===== src/rtl/uart_pkg.sv =====
// Shared definitions for the UART receiver: FSM states, oversampling constants and
// the data-width clamp.
package uart_pkg;

  localparam int unsigned OVERSAMPLE = 16;
  localparam int unsigned MID_TICK   = 8;

  typedef enum logic [2:0] {
    StIdle,
    StStart,
    StData,
    StParity,
    StStop
  } rx_state_e;

  // Frames carry 5..8 data bits; out-of-range requests saturate to the nearest legal width.
  function automatic logic [3:0] clamp_bits(input logic [3:0] n);
    if (n < 4'd5) return 4'd5;
    if (n > 4'd8) return 4'd8;
    return n;
  endfunction

endpackage


===== src/rtl/sync_2ff.sv =====
// Two-flop synchronizer for an asynchronous level input; both flops preset to 1 so an
// idle-high line is seen as idle straight out of reset.
module sync_2ff (
  input  logic clk,
  input  logic rst,
  input  logic d,
  output logic q
);

  logic meta_q;
  logic sync_q;

  always_ff @(posedge clk or posedge rst) begin
    if (rst) begin
      meta_q <= 1'b1;
      sync_q <= 1'b1;
    end else begin
      meta_q <= d;
      sync_q <= meta_q;
    end
  end

  assign q = sync_q;

endmodule


===== src/rtl/uart_rx.sv =====
// Oversampling UART receiver: 5..8 data bits, optional parity, one or two stop bits.
// All bit timing is derived from the external sample_tick strobe.
module uart_rx #(
  parameter int unsigned OVERSAMPLE = 16
) (
  input  logic       clk,
  input  logic       rst,
  input  logic       rxd,
  input  logic       sample_tick,
  input  logic       stop_bits,
  input  logic       parity_en,
  input  logic       parity_even,
  input  logic [3:0] data_bits,
  input  logic       enable,
  output logic       enable_sample,
  output logic       data_ready,
  output logic [7:0] data_out,
  output logic       parity_err,
  output logic       framing_err
);
  import uart_pkg::*;

  localparam logic [3:0] LastTick = 4'(OVERSAMPLE - 1);
  localparam logic [3:0] MidTick  = 4'(MID_TICK - 1);

  logic rxd_s;

  sync_2ff u_sync (
    .clk (clk),
    .rst (rst),
    .d   (rxd),
    .q   (rxd_s)
  );

  rx_state_e  state_q, state_d;
  logic [3:0] cnt_q, cnt_d;
  logic [2:0] bit_idx_q, bit_idx_d;
  logic [7:0] shreg_q, shreg_d;
  logic [3:0] nbits_q, nbits_d;
  logic       par_en_q, par_en_d;
  logic       par_even_q, par_even_d;
  logic       two_stop_q, two_stop_d;
  logic       stop2_q, stop2_d;
  logic       pe_q, pe_d;
  logic       fe_q, fe_d;
  logic [7:0] data_out_q, data_out_d;
  logic       pe_out_q, pe_out_d;
  logic       fe_out_q, fe_out_d;
  logic       ready_q, ready_d;

  always_comb begin
    state_d    = state_q;
    cnt_d      = sample_tick ? cnt_q + 4'd1 : cnt_q;
    bit_idx_d  = bit_idx_q;
    shreg_d    = shreg_q;
    nbits_d    = nbits_q;
    par_en_d   = par_en_q;
    par_even_d = par_even_q;
    two_stop_d = two_stop_q;
    stop2_d    = stop2_q;
    pe_d       = pe_q;
    fe_d       = fe_q;
    data_out_d = data_out_q;
    pe_out_d   = pe_out_q;
    fe_out_d   = fe_out_q;
    ready_d    = 1'b0;

    if (state_q != StIdle && !enable) begin
      state_d = StIdle;
    end else begin
      unique case (state_q)
        StIdle: begin
          if (enable && !rxd_s) begin
            state_d    = StStart;
            cnt_d      = '0;
            bit_idx_d  = '0;
            shreg_d    = '0;
            stop2_d    = 1'b0;
            pe_d       = 1'b0;
            fe_d       = 1'b0;
            nbits_d    = clamp_bits(data_bits);
            par_en_d   = parity_en;
            par_even_d = parity_even;
            two_stop_d = stop_bits;
          end
        end
        StStart: begin
          if (sample_tick && cnt_q == MidTick) begin
            if (!rxd_s) begin
              state_d = StData;
              cnt_d   = '0;
            end else begin
              state_d = StIdle;
            end
          end
        end
        StData: begin
          if (sample_tick && cnt_q == LastTick) begin
            shreg_d[bit_idx_q] = rxd_s;
            if ({1'b0, bit_idx_q} == nbits_q - 4'd1) begin
              state_d = par_en_q ? StParity : StStop;
              cnt_d   = '0;
            end else begin
              bit_idx_d = bit_idx_q + 3'd1;
            end
          end
        end
        StParity: begin
          if (sample_tick && cnt_q == LastTick) begin
            // Unused upper shreg bits are zero, so reducing all 8 bits is safe.
            pe_d    = rxd_s ^ (^shreg_q) ^ ~par_even_q;
            state_d = StStop;
            cnt_d   = '0;
          end
        end
        StStop: begin
          if (sample_tick && cnt_q == LastTick) begin
            if (two_stop_q && !stop2_q) begin
              stop2_d = 1'b1;
              fe_d    = fe_q | ~rxd_s;
            end else begin
              state_d    = StIdle;
              ready_d    = 1'b1;
              data_out_d = shreg_q;
              pe_out_d   = pe_q;
              fe_out_d   = fe_q | ~rxd_s;
            end
          end
        end
        default: state_d = StIdle;
      endcase
    end
  end

  always_ff @(posedge clk or posedge rst) begin
    if (rst) begin
      state_q    <= StIdle;
      cnt_q      <= '0;
      bit_idx_q  <= '0;
      shreg_q    <= '0;
      nbits_q    <= 4'd8;
      par_en_q   <= 1'b0;
      par_even_q <= 1'b0;
      two_stop_q <= 1'b0;
      stop2_q    <= 1'b0;
      pe_q       <= 1'b0;
      fe_q       <= 1'b0;
      data_out_q <= '0;
      pe_out_q   <= 1'b0;
      fe_out_q   <= 1'b0;
      ready_q    <= 1'b0;
    end else begin
      state_q    <= state_d;
      cnt_q      <= cnt_d;
      bit_idx_q  <= bit_idx_d;
      shreg_q    <= shreg_d;
      nbits_q    <= nbits_d;
      par_en_q   <= par_en_d;
      par_even_q <= par_even_d;
      two_stop_q <= two_stop_d;
      stop2_q    <= stop2_d;
      pe_q       <= pe_d;
      fe_q       <= fe_d;
      data_out_q <= data_out_d;
      pe_out_q   <= pe_out_d;
      fe_out_q   <= fe_out_d;
      ready_q    <= ready_d;
    end
  end

  assign enable_sample = (state_q != StIdle);
  assign data_ready    = ready_q;
  assign data_out      = data_out_q;
  assign parity_err    = pe_out_q;
  assign framing_err   = fe_out_q;

endmodule


===== config.mk =====
export PLATFORM = sky130hd
export DESIGN_NAME = uart_rx
export DESIGN_NICKNAME = d
export VERILOG_FILES = /design/src/rtl/uart_pkg.sv /design/src/rtl/sync_2ff.sv /design/src/rtl/uart_rx.sv
export SDC_FILE = /design/constraint.sdc
export NUM_CORES = 1
export LEC_CHECK = 0
export CORE_ASPECT_RATIO = 1.75
export CORE_UTILIZATION = 25
export DETAILED_ROUTE_END_ITERATION = 16
export GPL_ROUTABILITY_DRIVEN = 0
export PLACE_DENSITY = 0.54
export SLEW_MARGIN = 20
export SYNTH_ARGS = -nofsm -noshare
export SYNTH_HDL_FRONTEND = slang
export SYNTH_HIERARCHICAL = 1
export SYNTH_SLANG_ARGS = --single-unit

===== constraint.sdc =====
create_clock -name clk -period 4.8 [get_ports clk]
set_input_delay 0.48 -clock clk [delete_from_list [all_inputs] [get_ports clk]]
set_output_delay 0.48 -clock clk [all_outputs]
set_load 0.02 [all_outputs]

# Word-level counts from Yosys, hierarchy flattened
# Index checks and enable logic that the tools add are counted.
[op_classes]
div_mod_pow = 0
reduce_logical = 22
eq_ne = 20
bitwise = 7
n_addsub = 3
multipliers = 0
muxes = 56
order_cmp = 4
n_shift = 0
[op_table]
columns = ["cell", "n"]
rows = [
  ["2-to-1 mux 4 bit", 12],
  ["2-to-1 mux 3 bit", 12],
  ["inequality test 3 bit (second input constant)", 7],
  ["2-to-1 mux 1 bit", 20],
  ["2-to-1 mux 8 bit", 2],
  ["one-hot mux 4 bit (4 select lines)", 1],
  ["one-hot mux 8 bit (2 select lines)", 1],
  ["one-hot mux 3 bit (5 select lines)", 1],
  ["inequality test 2 bit (second input constant)", 6],
  ["AND reduction 4 bit", 3],
  ["AND reduction 5 bit", 2],
  ["bitwise mux 8 bit", 1],
  ["parity 8 bit", 1],
  ["AND reduction 7 bit", 1],
  ["equality test 3 x 2 -> 1 bit (second input constant)", 2],
  ["logical AND 1 bit", 6],
  ["one-hot mux 1 bit (2 select lines)", 3],
  ["one-hot mux 3 bit (2 select lines)", 1],
  ["nonzero test 2 bit", 3],
  ["adder 4 x 1 -> 4 bit (second input constant)", 1],
  ["equality test 3 x 4 -> 1 bit", 1],
  ["equality test 4 x 3 -> 1 bit (second input constant)", 1],
  ["equality test 4 bit (second input constant)", 1],
  ["> comparator 4 bit (second input constant)", 1],
  ["other kinds (16)", 22],
]
[totals]
n_memories = 0
ramBits = 0
out_inout_bits = 12
mem_bits_ro = 0
latch_bits = 0
elab_cells = 129
in_bits = 12
regBits = 41

# Depth between registers and ports, before layout
[logic_depth]
depth_word = 11
ltp_mapped = 7

# Cells and area by module
# The synthesis kept the hierarchy.
[by_module_without_submodules]
columns = ["mod", "cells_each", "seq_area_each_um2", "instances", "area_per_inst_um2"]
rows = [
  ["uart_rx", 228, 977.2, 1, 2223.4],
  ["sync_2ff", 3, 52.6, 1, 56.3],
]

# Worst setup path after synthesis
# No wires, ideal clock.
[synth_path]
path_type = "input port to flip-flop"
start = "input sample_tick"
end = "register data_out_q[0], in the netlist data_out[0]"
n_path_buf = 2
setup_ns = 0.128
arrival_time_ns = 1.677
cell_stages = 5
setup_slack_ns = 2.995
path_cell_list = "buf_4 > nand4_2 > or3_1 > buf_2 > mux2_1"
[synth_between]
elab_chain_len = 2
[synth_rtl]
columns = ["element", "line_no", "rtl"]
rows = [
  ["start: declaration", "uart_rx.sv:9", "input logic sample_tick,"],
  ["logical AND 1 bit", "uart_rx.sv:117", "if (sample_tick && cnt_q == LastTick) begin"],
  ["AND reduction 4 bit (no source line)", "-", ""],
  ["end signal: assignment", "uart_rx.sv:164", "data_out_q <= data_out_d;"],
  ["end: declaration", "uart_rx.sv:46", "logic [7:0] data_out_q, data_out_d;"],
]
# Every way passes these cells.
# A chain may end at the register's enable or synchronous reset.

# Worst setup path after layout
[layout_path]
start = "register state_q[1]"
end = "output enable_sample"
[layout_between]
elab_chain_len = 1
[layout_rtl]
columns = ["element", "line_no", "rtl"]
rows = [
  ["start: declaration", "uart_rx.sv:35", "rx_state_e state_q, state_d;"],
  ["start signal: assignment", "uart_rx.sv:137", "state_q <= StIdle;"],
  ["start signal: assignment", "uart_rx.sv:153", "state_q <= state_d;"],
  ["nonzero test 3 bit", "uart_rx.sv:171", "assign enable_sample = (state_q != StIdle);"],
  ["end: declaration", "uart_rx.sv:15", "output logic enable_sample,"],
]
# Every way passes these cells.

==> qor.yml <==
status: "finished clean"
relSlewSlack_pct: 62.1
leakage_nw: 1.21
antenna_left: 0
first_pass_iters: 4
power_density_nw_per_um2: 417
slowest_delay_ns: 0.68
power_mw: 1.13
critPathTopFamily: "flip-flops"
crit_required_ns: 4.32
diodes: 0
cp-start-kind: "register"
rsz0062_at_grt: "false"
grt-busiest-layer: "met2"
first_global_vias: 1783
start_util_pct: 26.0
synth_top_area_share_pct: 41.7
cts_resized: 0
drc: 0
multi_input_area_um2: 1100
vdd.ir_drop.worst_mv: 0.139
fin_setup_tns_ns: 0
port_buffers: 23
yosysSeqAreaShare_pct: 45.2
ys_seq_elements: 41
cpMaxStageDelayCell: "dfrtp_1"
cts_max_level: 2
synthTopCellsByCount: "dfrtp_1, nand2_1, o21ai_0, nor2_1"
setup_viol: 0
wl_um: 4860
critical_path.startpoint: "state_q[1]"
hp-start: "u_sync/meta_q"
synthCells: 231
r2r_start: "nbits_q[0]"
period_minus_slack_ns: 2.27
core_area_um2: 8780
synth.most_common_cell: "dfrtp_1"
numCtsBuffers: 5
insertion_delay_ns: 0.28
final_area_um2: 2700
met1_usage_pct: 12.1
gr-total-overflow: 0
synth_ff_type: "dfrtp_1"
cp-end-kind: "primary output"
ff_latch_area_um2: 1030
pin_count: 24
clock_path_buffers: 2
async_flop_share_pct: 100
yosysWarnings: 6
gr-usage-met2_pct: 21.2
synth_top_area_cell: "dfrtp_1"
dpl.hpwl_um: 3610
cts_setup_buffers: 0
nFillCells: 955
antenna_found_initial: 0
cts-root-buf: "clkbuf_16"
vias: 1695
die-width_um: 74.2
track_usage_pct: 11.5
cp_num_buf_inv: 1
synth.area.top_cells: "dfrtp_1, nand2_1, mux2_1"
drv_cap: 0
cp.arrival_ns: 1.79
syn_nets: 246
finish.utilization_pct: 30.8
grt_pass1_wl_um: 8350
via_per_inst: 4.63
num_rows: 45
grt_max_degree: 40
drt_iter0_drc: 82
finalCritPeriodShare_pct: 47.3
hp-class: "register to register"
netlist_area_um2: 2280
hold_viol_final: 0
cts_tree: "built"
critPathMaxFanout: 18
finalClockSkew_ns: 0.00646
synth_edf_count: 0
max_freq_mhz: 440
nets: 263
worstMarginPinSlew_ns: 0.568
postCtsHoldBufs: 0
synth.distinct_cells: 51
syn_avg_cell_area_um2: 9.87
path_clk_slew_ns: 0.06
drt-wirelength-per-cell_um: 13.3
area_growth_pct: 18.5
die_h_um: 128
finalMaxSlewViolations: 0
path_cells: "nor2_1, nand2_1, clkdlybuf4s50_1"
design.die.area_um2: 9520
drive_gt1_share_pct: 9.24
worstSetupPathType: "register to primary output"
placed_cell_area_um2: 2560
cts_sinks: 41
grtUsageMet3_pct: 1.81
-- per-stage QoR --
stage / setup WS [ns] / hold slack (ns) / instances
2_1_floorplan: 3.00 / 0.345 / 231
3_5_place_dp: 2.27 / 0.352 / 358
6_report: 2.53 / 0.367 / 366
4_1_cts: 2.52 / 0.366 / 366
3_3_place_gp: 2.31 / 0.349 / 358
5_1_grt: 2.42 / 0.369 / 366
-- layer usage --
metal / up-vias / part of all wire (%)
met5: - / 0
met4: 0 / 3.2
met3: 14 / 2.5
met2: 26 / 55
met1: 818 / 39
li1: 837 / -
-- path summary, 6_finish.rpt --
check | end | slack, ns | cells past startpoint
setup / recovery | enable_sample | 2.53 | 3
hold / removal | u_sync/q | 0.37 | 0
setup reg to reg | cnt_q[0] | 2.68 | 7
hold reg to reg | u_sync/q | 0.37 | 0
max in group asynchronous | nbits_q[3] | 3.77 | 3
min in group asynchronous | u_sync/meta_q | 0.55 | 2
-- final cells by class --
cell class	instances	share of cell area [%]
Sequential cell	41	38.1
Clock buffer	6	4.77
Tap cell	117	5.42
Multi-Input combinational cell	164	40.9
Timing Repair Buffer	24	8.80
Clock inverter	2	0.371
Inverter	12	1.67
-- cells in the final DEF (no fill, tap or decap), types with 4 or more instances in the layout --
cell type	instances
xor2_1	5
nand2_1	34
o31ai_1	4
o21ai_0	20
o21ai_1	5
mux2_1	9
clkbuf_16	5
clkdlybuf4s50_1	23
dfrtp_1	38
nor2_1	15
a21oi_1	12
or3_1	5
inv_1	12
xnor2_1	11
-- registers in the layout, indices dropped and copies added, names as in the netlist --
signal         count
nbits_q            4
stop2_q            1
par_en_q           1
two_stop_q         1
shreg_q            8
data_out           8
framing_err        1
par_even_q         1
parity_err         1
state_q            3
u_sync/q           1
pe_q               1
bit_idx_q          3
u_sync/meta_q      1
fe_q               1
data_ready         1
cnt_q              4
-- kinds of logic after synthesis --
group	Yosys count	share of synthesized area (%)
buffers and inverters	26	6.42
flip-flops	41	45.2
multiplexers	11	5.32
XOR/XNOR	17	7.24
adder cells (fa/ha/maj)	3	1.65
AND/OR/NAND/NOR	73	16.2
AO/OA/AOI/OAI	60	18.0
-- power by group --
part / total (mW) / switching (mW) / internal [mW]
Sequential: 0.487 / 0.0818 / 0.405
Clock: 0.321 / 0.130 / 0.191
Combinational: 0.318 / 0.168 / 0.150
Total: 1.13 / 0.380 / 0.746
Note: power is estimated with default switching activity, not from simulation.
